===== src/rtl/SystolicTypes.sv =====
// Shared types and sizing for the systolic-array host loader.
package SystolicTypes;

    // Width of the matrix-size port and of the element counter (holds n*n).
    localparam int N_W   = 4;
    localparam int CNT_W = 2 * N_W;

    typedef enum logic [2:0] {
        L_IDLE,
        L_LOAD_A,
        L_LOAD_B,
        L_KICK,
        L_WAIT,
        L_RD_ADDR,
        L_RD_DATA
    } loader_state_t;

    // Number of elements in one n x n matrix.
    function automatic logic [CNT_W-1:0] elem_count(input logic [N_W-1:0] n);
        return CNT_W'(n) * CNT_W'(n);
    endfunction

endpackage


===== src/rtl/systolic_elem_counter.sv =====
// Element index counter shared by the load and readback phases.
module systolic_elem_counter #(
    parameter int W = 8
) (
    input  logic         clk,
    input  logic         rst,
    input  logic         clear,
    input  logic         incr,
    input  logic [W-1:0] e,
    output logic [W-1:0] k,
    output logic         last
);

    // Clear has priority so a phase change can restart the index on the same edge.
    always_ff @(posedge clk) begin
        if (!rst) begin
            k <= '0;
        end else if (clear) begin
            k <= '0;
        end else if (incr) begin
            k <= k + W'(1);
        end
    end

    // Flags the final element of the current matrix.
    always_comb begin
        last = (k == (e - W'(1)));
    end

endmodule


===== src/rtl/systolic_mem_loader.sv =====
// Host-side loader: writes A and B into the shared matrix memory, kicks the
// systolic array, waits for it, then streams C back to the host.
module systolic_mem_loader #(
    parameter int N      = 4,
    parameter int WIDTH  = 16,
    parameter int ADDR_W = 12
) (
    input  logic              clk,
    input  logic              rst,
    input  logic              start,
    input  logic [3:0]        n,
    input  logic [ADDR_W-1:0] addr_A,
    input  logic [ADDR_W-1:0] addr_B,
    input  logic [ADDR_W-1:0] addr_C,
    input  logic              in_valid,
    output logic              in_ready,
    input  logic [WIDTH-1:0]  in_data,
    output logic              out_valid,
    input  logic              out_ready,
    output logic [WIDTH-1:0]  out_data,
    output logic              out_last,
    output logic [ADDR_W-1:0] mem_addr,
    output logic              mem_wren,
    output logic [WIDTH-1:0]  mem_wdata,
    input  logic [WIDTH-1:0]  mem_rdata,
    output logic              mem_grant,
    output logic              new_data,
    input  logic              array_done,
    output logic              busy,
    output logic              err
);

    import SystolicTypes::*;

    loader_state_t      state;
    logic [CNT_W-1:0]   e_q;
    logic [ADDR_W-1:0]  base_a;
    logic [ADDR_W-1:0]  base_b;
    logic [ADDR_W-1:0]  base_c;

    logic [CNT_W-1:0]   k;
    logic               k_last;
    logic               k_clear;
    logic               k_incr;
    logic               n_legal;
    logic               in_hs;
    logic               out_hs;

    systolic_elem_counter #(
        .W (CNT_W)
    ) u_cnt (
        .clk   (clk),
        .rst   (rst),
        .clear (k_clear),
        .incr  (k_incr),
        .e     (e_q),
        .k     (k),
        .last  (k_last)
    );

    // Handshakes, size legality and counter control derived from the current state.
    always_comb begin
        n_legal = (n != '0) && (32'(n) <= N);
        in_hs   = in_valid && in_ready;
        out_hs  = out_valid && out_ready;
        k_clear = 1'b0;
        k_incr  = 1'b0;
        case (state)
            L_IDLE:    k_clear = start && n_legal;
            L_LOAD_A:  begin
                k_clear = in_hs && k_last;
                k_incr  = in_hs;
            end
            L_LOAD_B:  k_incr  = in_hs;
            L_WAIT:    k_clear = array_done;
            L_RD_DATA: k_incr  = out_hs;
            default:   ;
        endcase
    end

    // Job sequencer with registered outputs; writes land one cycle after their handshake.
    always_ff @(posedge clk) begin
        if (!rst) begin
            state     <= L_IDLE;
            e_q       <= '0;
            base_a    <= '0;
            base_b    <= '0;
            base_c    <= '0;
            in_ready  <= 1'b0;
            out_valid <= 1'b0;
            out_data  <= '0;
            out_last  <= 1'b0;
            mem_addr  <= '0;
            mem_wren  <= 1'b0;
            mem_wdata <= '0;
            mem_grant <= 1'b1;
            new_data  <= 1'b0;
            busy      <= 1'b0;
            err       <= 1'b0;
        end else begin
            mem_wren <= 1'b0;
            new_data <= 1'b0;
            case (state)
                L_IDLE: begin
                    if (start) begin
                        if (!n_legal) begin
                            err <= 1'b1;
                        end else begin
                            err      <= 1'b0;
                            e_q      <= elem_count(n);
                            base_a   <= addr_A;
                            base_b   <= addr_B;
                            base_c   <= addr_C;
                            in_ready <= 1'b1;
                            busy     <= 1'b1;
                            state    <= L_LOAD_A;
                        end
                    end
                end
                L_LOAD_A: begin
                    if (in_hs) begin
                        mem_wren  <= 1'b1;
                        mem_addr  <= base_a + ADDR_W'(k);
                        mem_wdata <= in_data;
                        if (k_last) begin
                            state <= L_LOAD_B;
                        end
                    end
                end
                L_LOAD_B: begin
                    if (in_hs) begin
                        mem_wren  <= 1'b1;
                        mem_addr  <= base_b + ADDR_W'(k);
                        mem_wdata <= in_data;
                        if (k_last) begin
                            in_ready <= 1'b0;
                            state    <= L_KICK;
                        end
                    end
                end
                L_KICK: begin
                    mem_grant <= 1'b0;
                    new_data  <= 1'b1;
                    state     <= L_WAIT;
                end
                L_WAIT: begin
                    if (array_done) begin
                        mem_grant <= 1'b1;
                        mem_addr  <= base_c;
                        state     <= L_RD_ADDR;
                    end
                end
                L_RD_ADDR: begin
                    out_data  <= mem_rdata;
                    out_valid <= 1'b1;
                    out_last  <= k_last;
                    state     <= L_RD_DATA;
                end
                L_RD_DATA: begin
                    if (out_hs) begin
                        out_valid <= 1'b0;
                        out_last  <= 1'b0;
                        if (k_last) begin
                            busy  <= 1'b0;
                            state <= L_IDLE;
                        end else begin
                            mem_addr <= base_c + ADDR_W'(k) + ADDR_W'(1);
                            state    <= L_RD_ADDR;
                        end
                    end
                end
                default: state <= L_IDLE;
            endcase
        end
    end

endmodule


===== config.mk =====
export PLATFORM = sky130hd
export DESIGN_NAME = systolic_mem_loader
export DESIGN_NICKNAME = d
export VERILOG_FILES = /design/src/rtl/SystolicTypes.sv /design/src/rtl/systolic_elem_counter.sv /design/src/rtl/systolic_mem_loader.sv
export SDC_FILE = /design/constraint.sdc
export NUM_CORES = 1
export LEC_CHECK = 0
export ABC_AREA = 0
export BUFFER_PORTS_ARGS = -buffer_cell sky130_fd_sc_hd__buf_2
export CORE_ASPECT_RATIO = 0.7
export CORE_MARGIN = 5
export CORE_UTILIZATION = 30
export CTS_CLUSTER_DIAMETER = 120
export CTS_CLUSTER_SIZE = 40
export DETAILED_ROUTE_END_ITERATION = 8
export GPL_TIMING_DRIVEN = 0
export PLACE_DENSITY = 0.53
export SYNTH_ARGS = -nofsm -noshare
export SYNTH_HDL_FRONTEND = slang
export SYNTH_SLANG_ARGS = --single-unit

===== constraint.sdc =====
create_clock -name clk -period 4 [get_ports clk]
set_clock_uncertainty 0.05 [all_clocks]
set_input_delay 0.4 -clock clk [delete_from_list [all_inputs] [get_ports clk]]
set_output_delay 0.4 -clock clk [all_outputs]
set_load 0.01 [all_outputs]

==> results.md <==
- Total gr overflow: 0
- Drt wl/cell: 16.2 um
- Area grow syn2layout: 22.7%
- Mapped Avg Cell Area: 7.89 sq um
- Sequential element share of the synthesized area: 0.377
- Non-Filler Instances: 1,096
- Library cells used by synthesis: 66
- Drt initial violations: 313
- Worst-margin pin slew: 1.14 ns
- Vias per inst: 4.93
- N_diodes: 0
- Max-slew violation count: 0
- Nets: 957
- Synth area leaders: dfxtp_1 38%, nand2_1 12%, a21oi_1 8.5%
- Detail Placement HPWL: 13,500 um
- Hold_sp: addr_C[1]
- HP Class: in -> reg
- Final ANT Viol Nets: 0
- Routed WL: 17,800 um
- Leakage: 2.82 nW
- Worst IR Drop VDD: 0.172 mV
- TritonCTS clock tree: done
- Register area: 2120 sq um
- Critical path peak fanout: 10
- Core Rows: 41
- CP startpoint: state[2]$_SDFFE_PN0P_
- Setup crit start kind: flop
- Critical Path Sink Type: flop
- Synth warn: 0
- Vias in the first global route: 5,150
- Post-Syn Nets: 815
- Cells on worst reg2reg path: 11
- Hold Path Sink: base_c[1]$_SDFFE_PN0P_
- Port Buf Inserts: 129
- Starting density of the core: 0.309
- Placed instance count: 1,078
- Total core area: 18,200 sq um
- CTS max path bufs: 2
- Pin count of the biggest net entering global routing: 21
- Status: completed
- Commonest non-fill, non-tap cell in the layout: nand2_1
- Fin util: 0.379
- Reg-to-reg endpoint: mem_addr[11]$_SDFFE_PN0P_
- Fin crit period: 3.77 ns
- Part of the cycle the worst path needs: 0.942
- Post-synth EDFFs: 0
- Yosys reg bits: 106
- Fillcell total: 1,970
- Synth area leader: dfxtp_1
- Gpl congestion: 0.877
- Flop-to-flop setup slack: 0.23 ns
- Drt pass-1 iters: 5
- Slew margin rel.: 0.229
- CTS sink count: 106
- DR top layer: met4
- RSZ-0062 raised after global routing: no
- Share of layout cells above drive strength 1: 0.200
- Mapped Area: 5620 sq um
- Chip height: 125 um
- Met3 routed WL: 1400 um
- Tot Pwr: 2.26 mW
- Critical path required time: 4.24 ns
- Pwr Density: 327 nW/um^2
- Initial antenna violation count: 0
- Clk Latency, worst-skew pair: 0.35 ns
- Die width: 174 um
- Worst r2r src: state[2]$_SDFFE_PN0P_
- Post-synth top area share: 0.377
- Io pins: 130
- Crit path DAT: 4.01 ns
- Clock Pin Slew Worst Setup and Hold Paths: 0.08 ns
- Multi-input gate area: 3290 sq um
- Die footprint: 21,600 sq um
- DR WL met2: 6610 um
- TritonCTS Buffers: 9
- Root buf cell: clkbuf_16
- Crit Path Category: reg -> reg
- Wire length of the first global-routing pass: 28,000 um
- Synth async-reset ratio: 0
- Via count: 5,407
- Synth Flop Type: dfxtp_1
- Most frequent cells in the layout: 173 x nand2_1, 131 x buf_2, 106 x dfxtp_1, 95 x a21oi_1, 43 x nor2_1
- Hold Crit Depth: 3
- CTS H-tree depth: 3
- Number of remaining DRC errors: 0
- Wire length on met1: 9550 um
- Final Hold Fails: 0
- Synthesized instance count: 713
- Total Routing Usage GR: 0.161
- Final setup fails: 0
- Hold-fix buffers, CTS: 0
- Max Clock Freq: 265 MHz
- Max-Cap Viols: 0
- Final TNS setup: 0 ns
## cell type report
cell class	instances	area share
Timing Repair Buffer	131	0.0957
Buffer	40	0.0234
Clock buffer	9	0.0326
Inverter	14	0.00761
Clock inverter	7	0.0138
Tap cell	236	0.0428
Multi-Input combinational cell	553	0.477
Sequential cell	106	0.307
## worst max-delay path by stage
stage | to | slack (ns) | depth (start not counted)
floorplan | mem_addr[11]$_SDFFE_PN0P_ | 0.45 | 11
global placement | mem_addr[11]$_SDFFE_PN0P_ | -0.19 | 11
detailed placement | mem_addr[11]$_SDFFE_PN0P_ | -0.15 | 11
CTS | mem_addr[11]$_SDFFE_PN0P_ | 0.02 | 11
global route | mem_addr[11]$_SDFFE_PN0P_ | 0.04 | 11
finish | mem_addr[11]$_SDFFE_PN0P_ | 0.23 | 11
## timing repair
item,in CTS,in global routing
setup buffers,0,2
setup endpoints to repair,1,2
pin swaps,0,1
gates resized for setup,1,0
## through the flow
step	setup WS, ns	hold WS [ns]	cell area [sq um]
floorplan	0.453	0.383	5620
global placement	-0.189	0.390	6570
detailed placement	-0.154	0.395	6570
CTS	0.0200	0.206	6890
global route	0.0355	0.214	6900
finish	0.230	0.220	6900
## cells in the mapped netlist (4+ instances only)
| library cell | instances |
|---|---|
| nor2b_1 | 9 |
| and2_1 | 7 |
| nand2b_1 | 5 |
| nand3b_1 | 4 |
| a21o_1 | 11 |
| nor3_1 | 14 |
| o211ai_1 | 7 |
| a21oi_1 | 95 |
| mux2_2 | 9 |
| a31oi_1 | 7 |
| xnor2_1 | 19 |
| o21ai_0 | 17 |
| mux2i_1 | 12 |
| nand4_1 | 6 |
| nand3_1 | 7 |
| dfxtp_1 | 106 |
| nor2_1 | 43 |
| inv_1 | 13 |
| and3_1 | 4 |
| xor2_1 | 7 |
| a211oi_1 | 11 |
| clkbuf_1 | 34 |
| ha_1 | 21 |
| o221ai_1 | 4 |
| nand2_1 | 173 |
## power breakdown
group	total (mW)	internal [mW]	switching, mW
registers	1.09	1.07	0.0181
clock network	0.963	0.506	0.457
logic	0.202	0.0846	0.117
total	2.26	1.67	0.592
## flip-flops by register name, summed over array words and instances, names as in the netlist
register / flops
mem_wren: 1
u_cnt.k: 8
mem_addr: 12
out_last: 1
mem_wdata: 16
mem_grant: 1
state: 3
new_data: 1
base_c: 12
in_ready: 1
base_b: 12
base_a: 12
busy: 1
out_valid: 1
err: 1
e_q: 7
out_data: 16
## cell families (layout without fill, tap and decap cells)
| logic type | Yosys count | in the layout | synth area share |
|---|---|---|---|
| XOR/XNOR | 26 | 26 | 0.0405 |
| AND/OR/NAND/NOR | 287 | 287 | 0.225 |
| adder cells (fa/ha/maj) | 24 | 24 | 0.0574 |
| buffers and inverters | 54 | 201 | 0.0378 |
| flip-flops | 106 | 106 | 0.377 |
| multiplexers | 22 | 22 | 0.0414 |
| AO/OA/AOI/OAI | 194 | 194 | 0.220 |
## worst max-delay path: stages, from the launching register on
cell,delay [ns]
dfxtp_1,0.31
clkbuf_1,0.19
nor3b_4,0.31
clkbuf_2,0.35
mux2_2,0.39
ha_1,0.37
a21o_1,0.20
a2111oi_0,0.11
a211oi_1,0.46
mux2_2,0.41
a2111o_1,0.41
o22ai_1,0.14
## metal layers
metal / up-vias / global-route usage
li1: 2781 / -
met1: 2436 / 0.247
met2: 171 / 0.208
met3: 19 / 0.0579
met4: 0 / 0.0368
met5: - / 0
(Power assumes the default switching activity.)
